==> src/rtl/seg_scan_ctrl_if.sv <==
// Update port for seg_scan_ctrl: the producer offers a new BCD value plus
// decimal points, and the controller accepts it into its shadow register.
interface seg_scan_ctrl_if #(
  parameter int unsigned NDIG = 8
) ();
  logic                valid;
  logic                ready;
  logic [4*NDIG-1:0]   data;
  logic [NDIG-1:0]     dp;

  modport master (output valid, output data, output dp, input ready);
  modport slave  (input valid, input data, input dp, output ready);
endinterface

==> src/rtl/seg_scan_ctrl.sv <==
// Multiplexed 7-segment scan controller. Scans NDIG digits through one shared
// external decoder, with a blank gap after each digit. New values land in a
// shadow register and are only copied to the displayed value at frame wrap.
// Optional leading-zero blanking: define SEG_SCAN_LZ_BLANK_EN.
module seg_scan_ctrl #(
  parameter int unsigned NDIG = 8,
  parameter int unsigned DIV  = 1000,
  parameter int unsigned GAP  = 2
) (
  input  logic              clk,
  input  logic              rst_n,
  seg_scan_ctrl_if.slave    upd,
  output logic [3:0]        dec_b,
  input  logic [6:0]        dec_h,
  output logic [6:0]        seg,
  output logic              dp_n,
  output logic [NDIG-1:0]   an_n,
  output logic              frame_done
);

  localparam int unsigned CntMax = (DIV > GAP) ? DIV : GAP;
  localparam int unsigned CW     = (CntMax > 1) ? $clog2(CntMax) : 1;
  localparam int unsigned IW     = (NDIG > 1) ? $clog2(NDIG) : 1;

  localparam logic [CW-1:0] DivLast = CW'(DIV - 1);
  localparam logic [CW-1:0] GapLast = CW'(GAP - 1);
  localparam logic [IW-1:0] IdxLast = IW'(NDIG - 1);

  typedef enum logic {StShow, StGap} state_e;

  state_e            state_q, state_d;
  logic [CW-1:0]     cnt_q, cnt_d;
  logic [IW-1:0]     idx_q, idx_d;
  // The GAP right after reset must not advance idx, so digit 0 is lit first.
  logic              first_q, first_d;
  logic              wrap;

  logic [4*NDIG-1:0] active_data, shadow_data;
  logic [NDIG-1:0]   active_dp, shadow_dp;
  logic              pending;
  logic              xfer;

  logic [3:0]        nib;
  logic              dp_sel;

  // FSM state register
  always_ff @(posedge clk or negedge rst_n) begin
    if (!rst_n) begin
      state_q <= StGap;
      cnt_q   <= '0;
      idx_q   <= '0;
      first_q <= 1'b1;
    end else begin
      state_q <= state_d;
      cnt_q   <= cnt_d;
      idx_q   <= idx_d;
      first_q <= first_d;
    end
  end

  // FSM next state: SHOW for DIV clocks, GAP for GAP clocks, idx advances at end of GAP
  always_comb begin
    state_d = state_q;
    cnt_d   = cnt_q + CW'(1);
    idx_d   = idx_q;
    first_d = first_q;
    wrap    = 1'b0;
    unique case (state_q)
      StShow: begin
        if (cnt_q == DivLast) begin
          state_d = StGap;
          cnt_d   = '0;
        end
      end
      StGap: begin
        if (cnt_q == GapLast) begin
          state_d = StShow;
          cnt_d   = '0;
          first_d = 1'b0;
          if (!first_q) begin
            if (idx_q == IdxLast) begin
              idx_d = '0;
              wrap  = 1'b1;
            end else begin
              idx_d = idx_q + IW'(1);
            end
          end
        end
      end
      default: begin
        state_d = StGap;
        cnt_d   = '0;
      end
    endcase
  end

  assign frame_done = wrap;
  assign upd.ready  = !pending;
  assign xfer       = upd.valid && !pending;

  // Shadow load on handshake; shadow -> active only at frame wrap
  always_ff @(posedge clk or negedge rst_n) begin
    if (!rst_n) begin
      active_data <= '0;
      active_dp   <= '0;
      shadow_data <= '0;
      shadow_dp   <= '0;
      pending     <= 1'b0;
    end else if (wrap && pending) begin
      active_data <= shadow_data;
      active_dp   <= shadow_dp;
      pending     <= 1'b0;
    end else if (xfer) begin
      shadow_data <= upd.data;
      shadow_dp   <= upd.dp;
      pending     <= 1'b1;
    end
  end

  // Select the nibble and decimal point of the current digit
  always_comb begin
    nib    = 4'd0;
    dp_sel = 1'b0;
    for (int j = 0; j < NDIG; j++) begin
      if (idx_q == IW'(j)) begin
        nib    = active_data[j*4 +: 4];
        dp_sel = active_dp[j];
      end
    end
  end

`ifdef SEG_SCAN_LZ_BLANK_EN
  logic lz_zero;

  // Digit is a leading zero when it and every more significant digit are 0
  always_comb begin
    lz_zero = 1'b1;
    for (int j = 0; j < NDIG; j++) begin
      if (IW'(j) >= idx_q && active_data[j*4 +: 4] != 4'd0) begin
        lz_zero = 1'b0;
      end
    end
  end

  // 4'hF decodes to blank; digit 0 is always shown
  assign dec_b = (state_q == StShow && lz_zero && idx_q != '0) ? 4'hF : nib;
`else
  assign dec_b = nib;
`endif

  // Registered pin drivers, one cycle behind the FSM
  always_ff @(posedge clk or negedge rst_n) begin
    if (!rst_n) begin
      seg  <= 7'h7F;
      an_n <= '1;
      dp_n <= 1'b1;
    end else if (state_q == StShow) begin
      seg  <= dec_h;
      an_n <= ~(NDIG'(1) << idx_q);
      dp_n <= ~dp_sel;
    end else begin
      seg  <= 7'h7F;
      an_n <= '1;
      dp_n <= 1'b1;
    end
  end

endmodule
==> src/flat_wrapper.sv <==
// flat-port wrapper written by rule: the top's interface ports become plain ports
module seg_scan_ctrl_flat 
#(
  parameter int unsigned NDIG = 8,
  parameter int unsigned DIV  = 1000,
  parameter int unsigned GAP  = 2
)
  (clk, rst_n, dec_b, dec_h, seg, dp_n, an_n, frame_done, upd_valid, upd_data, upd_dp, upd_ready);
  seg_scan_ctrl_if #(.NDIG(NDIG)) upd_i ();
  input  logic clk;
  input  logic rst_n;
  output logic [3:0] dec_b;
  input  logic [6:0] dec_h;
  output logic [6:0] seg;
  output logic dp_n;
  output logic [NDIG-1:0] an_n;
  output logic frame_done;
  input wire logic [$bits(upd_i.valid)-1:0] upd_valid;
  input wire logic [$bits(upd_i.data)-1:0] upd_data;
  input wire logic [$bits(upd_i.dp)-1:0] upd_dp;
  output wire logic [$bits(upd_i.ready)-1:0] upd_ready;
  assign upd_i.valid = upd_valid;
  assign upd_i.data = upd_data;
  assign upd_i.dp = upd_dp;
  assign upd_ready = upd_i.ready;
  seg_scan_ctrl #(.NDIG(NDIG), .DIV(DIV), .GAP(GAP)) u_core (.clk(clk), .rst_n(rst_n), .upd(upd_i), .dec_b(dec_b), .dec_h(dec_h), .seg(seg), .dp_n(dp_n), .an_n(an_n), .frame_done(frame_done));
endmodule
==> config.mk <==
export PLATFORM = sky130hd
export DESIGN_NAME = seg_scan_ctrl_flat
export DESIGN_NICKNAME = d
export VERILOG_FILES = /design/src/rtl/seg_scan_ctrl_if.sv /design/src/rtl/seg_scan_ctrl.sv /design/src/flat_wrapper.sv
export SDC_FILE = /design/constraint.sdc
export NUM_CORES = 1
export LEC_CHECK = 0
export ABC_CLOCK_PERIOD_IN_PS = 2050
export CAP_MARGIN = 20
export CORE_MARGIN = 2
export CORE_UTILIZATION = 45
export CTS_BUF_LIST = sky130_fd_sc_hd__clkbuf_2 sky130_fd_sc_hd__clkbuf_4 sky130_fd_sc_hd__clkbuf_8
export DETAILED_ROUTE_END_ITERATION = 12
export MAX_ROUTING_LAYER = met4
export PLACE_DENSITY = 0.71
export SYNTH_ARGS = -nofsm -noshare
export SYNTH_HDL_FRONTEND = slang
export SYNTH_SLANG_ARGS = --single-unit
==> constraint.sdc <==
create_clock -name clk -period 2.05 [get_ports clk]
set_input_delay 0.205 -clock clk [delete_from_list [all_inputs] [get_ports clk]]
set_output_delay 0.205 -clock clk [all_outputs]
set_load 0.02 [all_outputs]
==> run metrics, run 1 <==
first-pass GRT wire length=16,300 um; Initial Util=45.7%; Crit Path Max Fanout=6; Post-Syn Instances=356; initial antenna violation count=0; Total GRT Usage=18.7%; Worst-Margin Slew=581 ps; PwrDens=612 nW/um^2; Ant. Diodes=0; syn_nets=414; IO buf count=71; #FFs+latches synth=112; asr flop ratio synth=100%; sequential area share after synthesis=57.6%; largest net degree at the start of global routing=113; CORE AREA=10,700 um^2; Die ar.=11,800 um^2; layout cell share with drive strength beyond 1=45.3%; min Tclk post-route=2290 ps; Hold Path Class=in -> reg; Layout Nets=532; RSZ-0062 raised after global routing=yes; violated checks=setup timing; Yosys Warn Count=0; Slew Viols, Final=0; maximum vdd drop=0.000409 V; Post-synth top cells=94 x dfrtp_1, 41 x mux2_2, 39 x mux2_4, 25 x nand2_1, 20 x nor2_1; row cnt=38; count leader, synth=dfrtp_1; Clock Latency Late Sink=370 ps; Final setup viols=44; DRC Markers=0; post-synth top area share=47.9%; worst path arrival time=2090 ps; Core Util, Final=61.5%; H-tree levels=3; Yosys top cell by area=dfrtp_1; crit path kind=reg -> out; clock buffer count from CTS=9; Critical Path Start Type=flip-flop; grt ovf=0; Routed Antenna Nets=0; relative slew slack=61.3%; fin crit share=112%; setup tns final=-3110 ps; Initial DRC Count=171; drt total wl=10,100 um; final worst setup slack=-242 ps; area grow syn2layout=34.8%; TritonRoute pass-1 iters=4; final hold vios=0; Clk pin slew, worst setup/hold paths=100 ps; CTS tree=built; Ports=72; outcome=finished, violations left; TritonCTS Sinks=112; routability congestion estimate=0.957; DR vias=3,131; Clock Skew=7.17 ps; Max Cap Violations=0; EDFF count, synth=0; Fill cells=831; Max Fclk=436 MHz; maximum clock path buffer count=2; LEAKAGE=2.90 nW; die width=108 um; Unique masters post-synth=41; Mapped Area=4910 um^2; syn_area_per_cell=13.8 um^2; vias in the first global route=3,193; Synth area leaders=dfrtp_1 48%, mux2_4 12%, dfstp_2 9.6%; Main synth FF type=dfrtp_1; Req. time, crit path=1850 ps; Final HPWL DP=6870 um; die height=108 um; crit end category=primary output; post-DR vias/cell=5.06; wire length per cell=16.3 um; Root Driver=clkbuf_8
-- where the power goes --
| part | switching, mW | internal, mW | leakage, nW |
|---|---|---|---|
| Clock | 0.706 | 0.716 | 0.110 |
| Combinational | 0.0873 | 0.170 | 1.38 |
| Sequential | 0.0542 | 2.31 | 1.42 |
| Total | 0.848 | 3.20 | 2.90 |
-- worst paths after layout --
path,startpoint,endpoint,slack (ps),cells past startpoint
min in group asynchronous,rst_n,u_core.shadow_data[13]$_DFFE_PN0P_,420,3
worst max register to register,u_core.state_q$_DFF_PN1_,u_core.active_data[27]$_DFFE_PN0P_,-70,5
worst max-delay path,u_core.idx_q[0]$_DFFE_PN0P_,dec_b[0],-240,6
worst min register to register,u_core.shadow_data[22]$_DFFE_PN0P_,u_core.active_data[22]$_DFFE_PN0P_,510,1
worst min-delay path,dec_h[2],u_core.seg[2]$_DFF_PN1_,410,2
max in group asynchronous,rst_n,u_core.idx_q[0]$_DFFE_PN0P_,1150,3
-- sequential cells by signal (all words and copies together) (netlist names) --
| signal | flops |
|---|---|
| u_core.active_data | 32 |
| u_core.shadow_data | 32 |
| u_core.cnt_q | 10 |
| u_core.active_dp | 8 |
| u_core.an_n | 8 |
| u_core.shadow_dp | 8 |
| u_core.seg | 7 |
| u_core.idx_q | 3 |
| u_core.dp_n | 1 |
| u_core.first_q | 1 |
| u_core.pending | 1 |
| u_core.state_q | 1 |
-- through the flow --
step | hold WS (ps) | std cells | worst slack (ps) | power (mW) | cell area [um^2]
after global routing | 406 | 619 | -339 | 4.23 | 6610
final | 413 | 619 | -242 | 4.05 | 6610
after global placement | 327 | 587 | -361 | 2.66 | 6060
after detailed placement | 334 | 587 | -454 | 2.67 | 6060
after CTS | 403 | 616 | -281 | 4.11 | 6550
after floorplan | -90.6 | 356 | 47.5 | 2.49 | 4930
-- cell usage in the layout, fill, tap and decap left out, types with 5 or more instances in the layout --
cell type	count
dfrtp_1	93
clkdlybuf4s50_1	65
buf_4	43
mux2_2	40
mux2_4	40
nand2_1	23
nor2_1	18
dfstp_2	18
or2_2	10
inv_1	10
clkbuf_8	9
nand2b_1	8
buf_12	7
buf_6	6
a221o_1	5
-- worst max-delay path: stages, from the launching register on --
cell and delay, ps:
dfrtp_2 490, ha_4 210, buf_6 130, a221o_1 330, a311oi_2 310, o31ai_2 80, buf_4 160
-- routing by layer --
metal / vias to the layer above / global-route usage [%] / share of wire, %
met4: 0 / 8.97 / 2.9
met1: 1550 / 25.0 / 46
li1: 1479 / - / -
met5: - / - / 0
met2: 82 / 28.1 / 47
met3: 20 / 2.65 / 4.0
-- logic make-up (layout without fill, tap and decap cells) --
group                      Yosys count  after routing  synth area share [%]
xor gates and xnor gates             8              8                  1.43
adders and majority gates            8              8                  2.04
DFF                                112            112                  57.6
buffers and inverters               29            152                  2.86
and+or+nand+nor                     88             88                  9.59
AOI/OAI and AO/OA                   29             29                  4.77
muxes                               82             82                  21.7
-- layout make-up --
cell class	instances	area, um^2	share of cell area, %
clock buffers	11	139	2.10
clock inverters	5	81.3	1.23
inverters	12	47.5	0.719
multi-input cells	215	2120	32.1
flip-flops and latches	112	2830	42.7
well taps	140	175	2.65
repair buffers	124	1220	18.5
-- what timing repair did --
item | CTS | global route
endpoints found under the setup margin | 46 | 52
resized for setup | 62 | 12
endpoints found under the hold margin | 94 | 0
hold buffers | 1 | 0
setup buffers | 10 | 5
gates cloned | 2 | 0
pin swaps | 10 | 8
Power figures use the tool's default switching activity.
==> run 2, diff against run 1 <==
- ABC_AREA: unset -> 1
- HOLD_SLACK_MARGIN: unset -> 0.06
==> run metrics, run 2 <==
outcome=finished, violations left; violated checks=setup timing; CTS tree=built; wire length per cell=14.9 um (-8.8%); grt ovf=0 (unchanged); Worst-Margin Slew=356 ps (-225 ps); Total GRT Usage=20.2% (+1.5 points); maximum vdd drop=0.000303 V (-26%); Unique masters post-synth=24 (-41%); CP most frequent cell=nand2_1; Slowest cell on crit path=dfrtp_1; count leader, synth=nand2_1; reg2reg path depth=13 (+8); die width=108 um (-0.19%); Die ar.=11,700 um^2 (-0.39%); CORE AREA=10,700 um^2 (-0.44%); routability congestion estimate=0.883 (-7.7%); Yosys top cell by area=dfrtp_1; Layout Nets=686 (+29%); Ports=72 (unchanged); Max Cap Violations=0 (unchanged); Synth area leaders=dfrtp_1 48%, dfstp_2 9.7%, mux2_2 9.2%; CP Cell Sequence=buf_4, ha_4, ha_4, clkinvlp_4, o21ai_2, inv_1, nand2_1, nand2_1, nand2_1, nand2_2, nand2_2, buf_6; row cnt=38 (unchanged); area grow syn2layout=37.1%; RSZ-0062 raised after global routing=yes; worst path arrival time=1980 ps (-110 ps); setup tns final=-3110 ps (-3.59 ps); Root Driver=clkbuf_8; Critical Path Start Type=flip-flop; drt total wl=11,500 um (+14%); EDFF count, synth=0 (unchanged); syn_area_per_cell=9.66 um^2 (-30%); post-synth top area share=48.1% (+0.20 points); crit end category=primary output; Clock Skew=10.8 ps (+3.59 ps); syn_nets=564 (+36%); Final setup viols=43 (-2.3%); final worst setup slack=-139 ps (+102 ps); largest net degree at the start of global routing=62 (-45%); die height=108 um (-0.19%); Initial DRC Count=201 (+18%); PwrDens=539 nW/um^2 (-12%); Main synth FF type=dfrtp_1; biggest regs=u_core.active_data (32), u_core.shadow_data (32), u_core.cnt_q (10); final hold vios=0 (unchanged); maximum clock path buffer count=2 (unchanged); DR vias=3,835 (+22%); Slew Viols, Final=0 (unchanged); commonest non-fill, non-tap cells in the layout=112 x nand2_1, 93 x dfrtp_1, 71 x inv_1; Final HPWL DP=7280 um (+5.9%); min Tclk post-route=2190 ps (-102 ps); Initial Util=45.7% (about the same); Hold Path Class=in -> async; Post-Syn Instances=506 (+42%); first-pass GRT wire length=17,900 um (+10%); Mapped Area=4890 um^2 (-0.41%); IO buf count=71 (unchanged); DRC Markers=0 (unchanged); Clk pin slew, worst setup/hold paths=100 ps (about the same); fin crit share=107% (-5.0 points); vias in the first global route=3,806 (+19%); Clock Latency Late Sink=370 ps (about the same); relative slew slack=76.1% (+15 points); Max Fclk=457 MHz (+4.7%); initial antenna violation count=0 (unchanged); sequential area share after synthesis=57.8% (+0.24 points); Ant. Diodes=0 (unchanged); clock buffer count from CTS=9 (unchanged); Yosys Warn Count=0 (unchanged); TritonCTS Sinks=112 (unchanged); #FFs+latches synth=112 (unchanged); TritonRoute pass-1 iters=4 (unchanged); worst stage delay on the critical path=410 ps (-80 ps); Crit Path Max Fanout=4 (-2); Req. time, crit path=1850 ps (about the same); asr flop ratio synth=100% (unchanged); LEAKAGE=3.12 nW (+7.5%); post-DR vias/cell=4.97 (-1.8%); Post-synth top cells=117 x nand2_1, 94 x dfrtp_1, 81 x inv_1, 61 x o21ai_0, 40 x mux2_2; leading cell type in the layout, fill and taps excluded=nand2_1; Routed Antenna Nets=0 (unchanged); Place WS=-273 ps (+181 ps); layout cell share with drive strength beyond 1=29.1% (-16 points); crit path kind=reg -> out; H-tree levels=3 (unchanged)
## run 2: cell types whose count changed in the layout (fill, tap and decap cells not counted), moves of 8 or more
cell	change
inv_1	+61
o21ai_0	+50
mux2_4	-40
nand2_1	+89
nand2b_1	-8
## run 2: final cells by class
| type | instances | area, um^2 |
|---|---|---|
| clock buffers | 11 | 151 |
| clock inverters | 4 | 28.8 |
| fillers | 835 | 4000 |
| inverters | 82 | 323 |
| multi-input cells | 296 | 1860 |
| flip-flops and latches | 112 | 2830 |
| well taps | 140 | 175 |
| repair buffers | 126 | 1330 |
| repair inverters | 1 | 7.51 |
## run 2: kinds of logic after synthesis
logic type / Yosys count / synth area share [%]
multiplexers: 40 / 9.22
flip-flops: 112 / 57.8
AND/OR/NAND/NOR: 169 / 14.5
XOR/XNOR: 4 / 0.717
adder cells (fa/ha/maj): 8 / 2.05
AO/OA/AOI/OAI: 75 / 7.76
buffers and inverters: 98 / 7.94
## run 2: worst paths after layout
kind	startpoint	to	slack, ps
min in group clk	dec_h[4]	u_core.seg[4]$_DFF_PN1_	410
setup reg to reg	u_core.idx_q[0]$_DFFE_PN0P_	u_core.active_dp[2]$_DFFE_PN0P_	-110
max in group asynchronous	rst_n	u_core.state_q$_DFF_PN1_	1340
hold reg to reg	u_core.shadow_data[1]$_DFFE_PN0P_	u_core.active_data[1]$_DFFE_PN0P_	490
setup / recovery	u_core.idx_q[0]$_DFFE_PN0P_	dec_b[2]	-140
hold / removal	rst_n	u_core.shadow_data[4]$_DFFE_PN0P_	360
## run 2: report_power, final
group | internal (mW) | leakage [nW] | total, mW | switching, mW
Sequential | 2.22 | 1.48 | 2.22 | 0.00147
Combinational | 0.106 | 1.55 | 0.174 | 0.0676
Clock | 0.505 | 0.0878 | 1.21 | 0.710
## run 2: timing repair
action,CTS,global route
pin swaps,8,16
buffers inserted,9,7
hold buffers,1,0
endpoints found under the hold margin,94,0
setup endpoints to repair,39,46
cloned,3,4
gates resized for setup,77,37
## run 2: worst max-delay path, delay by kind of cell (launching register included)
| kind | cells | cell delay (ps) |
|---|---|---|
| simple gates | 5 | 290 |
| fa+ha+maj | 2 | 310 |
| compound gates | 1 | 170 |
| buf+inv | 4 | 440 |
| flops | 1 | 410 |
## run 2: per-layer routing
metal | routed length (um) | up-vias | track usage [%] | share of wire [%]
met4 | 401 | 0 | 8.24 | 3.5
met3 | 487 | 38 | 2.65 | 4.2
met5 | 0 | - | - | 0
met2 | 5690 | 113 | 33.4 | 50
met1 | 4910 | 1854 | 25.2 | 43
li1 | - | 1830 | - | -
## run 2: metrics by stage
stage	hold slack (ps)	power [mW]	cell area, um^2	utilization (%)	instances
final	364	3.61	6700	62.6	772
after global routing	406	3.75	6700	62.6	772
after CTS	372	3.64	6450	60.3	762
after detailed placement	233	2.44	6000	56.1	734
after global placement	231	2.44	6000	56.1	734
after floorplan	-90.6	2.28	4890	-	506
==> run 3, diff against run 2 <==
- CORE_UTILIZATION: 45 -> 51
- PLACE_DENSITY: 0.71 -> 0.79
==> run metrics, run 3 (synthesis gave the netlist of run 2 again) <==
outcome=finished, violations left; violated checks=setup timing; wire length per cell=16.2 um (+8.9%); Clock Latency Late Sink=390 ps (+20 ps); routability congestion estimate=0.940 (+6.4%); Gate power share=4.7% (about the same); die height=102 um (-5.8%); DRC Markers=0 (unchanged); Die ar.=10,400 um^2 (-11%); crit end category=primary output; Total GRT Usage=25.1% (+5.0 points); commonest non-fill, non-tap cells in the layout=113 x nand2_1, 92 x dfrtp_1, 75 x inv_1; Slew Viols, Final=0 (unchanged); CP Cell Sequence=inv_4, ha_4, inv_2, nor2_4, inv_2, o21ai_1, inv_1, nand2_1, nand2_1, nand2_1, nand2_1, nand2_1, nand2_1, buf_4; CORE AREA=9280 um^2 (-13%); post-place instance area=6060 um^2 (+1.0%); final worst setup slack=-249 ps (-109 ps); Clock Skew=25.1 ps (+14.3 ps); LEAKAGE=3.16 nW (+1.3%); Max Cap Violations=0 (unchanged); clock buffer count from CTS=9 (unchanged); final hold vios=0 (unchanged); grt ovf=0 (unchanged); Max Fclk=435 MHz (-4.8%); non-filler instance count after layout=771 (-0.13%); layout cell share with drive strength beyond 1=29.3% (+0.17 points); Place WS=-276 ps (-2.92 ps); TritonCTS Sinks=112 (unchanged); die width=102 um (-5.8%); maximum vdd drop=0.000358 V (+18%); Root Driver=clkbuf_8; IO buf count=71 (unchanged); register-to-register setup slack=10 ps (+120 ps); relative slew slack=66.0% (-10 points); largest net degree at the start of global routing=42 (-32%); drt total wl=12,500 um (+8.7%); Hold WS=327 ps (-36.7 ps); post-DR vias/cell=5.19 (+4.5%); RSZ-0062 raised after global routing=yes; worst path arrival time=2090 ps (+110 ps); initial antenna violation count=0 (unchanged); Routed Antenna Nets=0 (unchanged); maximum clock path buffer count=2 (unchanged); Slowest cell on crit path=dfrtp_2; switch share=23.5% (+1.9 points); Reg-to-Reg End=u_core.dp_n$_DFF_PN1_; Worst-Margin Slew=510 ps (+154 ps); DR vias=4,002 (+4.4%); reg2reg path depth=16 (+3); row cnt=35 (-7.9%); first-pass GRT wire length=19,300 um (+7.8%); worst stage delay on the critical path=470 ps (+60 ps); crit path kind=reg -> out; placed cell count=733 (-0.14%); Initial DRC Count=359 (+79%); Critical Path Start Type=flip-flop; Initial Util=52.6% (+7.0 points); H-tree levels=3 (unchanged); Ports=72 (unchanged); min Tclk post-route=2300 ps (+109 ps); biggest regs=u_core.active_data (32), u_core.shadow_data (32), u_core.cnt_q (10); Clk pin slew, worst setup/hold paths=110 ps (about the same); setup tns final=-871 ps (+2240 ps); fin crit share=112% (+5.3 points); Tot Pwr=3.66 mW (+1.5%); P_sw=0.860 mW (+10%); CTS tree=built; Final HPWL DP=7700 um (+5.9%); Core Util, Final=72.0% (+9.4 points); P_int=2.80 mW (-0.98%); Req. time, crit path=1850 ps (about the same); Layout Nets=695 (+1.3%); PwrDens=548 nW/um^2 (+1.8%); vias in the first global route=4,053 (+6.5%); CP most frequent cell=nand2_1; Finished Cell Area=6680 um^2 (-0.26%); Crit Path Max Fanout=5 (+1); leading cell type in the layout, fill and taps excluded=nand2_1; Flop pwr share=60.7% (-0.9 points); Clk pwr share=34.6% (+1.0 points); TritonRoute pass-1 iters=5 (+1); Final setup viols=4 (-91%); reg2reg start=u_core.idx_q[0]$_DFFE_PN0P_; area grow syn2layout=36.8%; Ant. Diodes=0 (unchanged); Hold Path Class=in -> async
run 3: routing by layer:
layer / wire length, um / vias to the layer above / part of all wire [%] / GRT usage, %
li1: - / 1853 / - / -
met1: 5120 / 1940 / 41 / 32.4
met2: 6260 / 164 / 50 / 40.2
met3: 654 / 45 / 5.2 / 3.69
met4: 452 / 0 / 3.6 / 10.6
met5: 0 / - / 0 / -
run 3: power by group through the flow:
stage / sequential [mW] / clock, mW / combinational, mW
final: 2.22 / 1.27 / 0.173
after global routing: 2.22 / 1.38 / 0.191
after CTS: 2.22 / 1.27 / 0.178
after detailed placement: 2.26 / 0 / 0.175
after global placement: 2.26 / 0 / 0.172
after floorplan: 2.28 / 0 / 0.00658
run 3: cell type report:
| type | instances | area (um^2) |
|---|---|---|
| clock inverters | 6 | 50.0 |
| multi-input cells | 296 | 1810 |
| repair inverters | 1 | 7.51 |
| inverters | 82 | 313 |
| repair buffers | 135 | 1380 |
| fillers | 662 | 2600 |
| well taps | 129 | 161 |
| flip-flops and latches | 112 | 2830 |
| clock buffers | 10 | 131 |
run 3: worst max-delay path by stage:
stage / depth (start not counted) / slack [ps] / start / endpoint
finish: 14 / -250 / u_core.idx_q[0]$_DFFE_PN0P_ / dec_b[0]
global route: 14 / -320 / u_core.idx_q[0]$_DFFE_PN0P_ / dec_b[0]
CTS: 14 / -130 / u_core.idx_q[0]$_DFFE_PN0P_ / dec_b[3]
detailed placement: 14 / -280 / u_core.idx_q[0]$_DFFE_PN0P_ / dec_b[3]
global placement: 14 / -210 / u_core.idx_q[0]$_DFFE_PN0P_ / dec_b[0]
floorplan: 12 / 360 / u_core.idx_q[2]$_DFFE_PN0P_ / dec_b[0]
run 3: what timing repair did:
item,in CTS,in global routing
hold buffers,1,0
endpoints found under the hold margin,34,0
setup endpoints to repair,46,46
cloned,5,2
setup buffers,13,3
gates resized for setup,75,37
pin swaps,6,3
run 3: critical path, delay by kind of cell, from the launching register on:
family	cells	cell delay [ps]
simple gates	7	480
fa+ha+maj	1	140
buf+inv	5	460
compound gates	1	170
flops	1	470
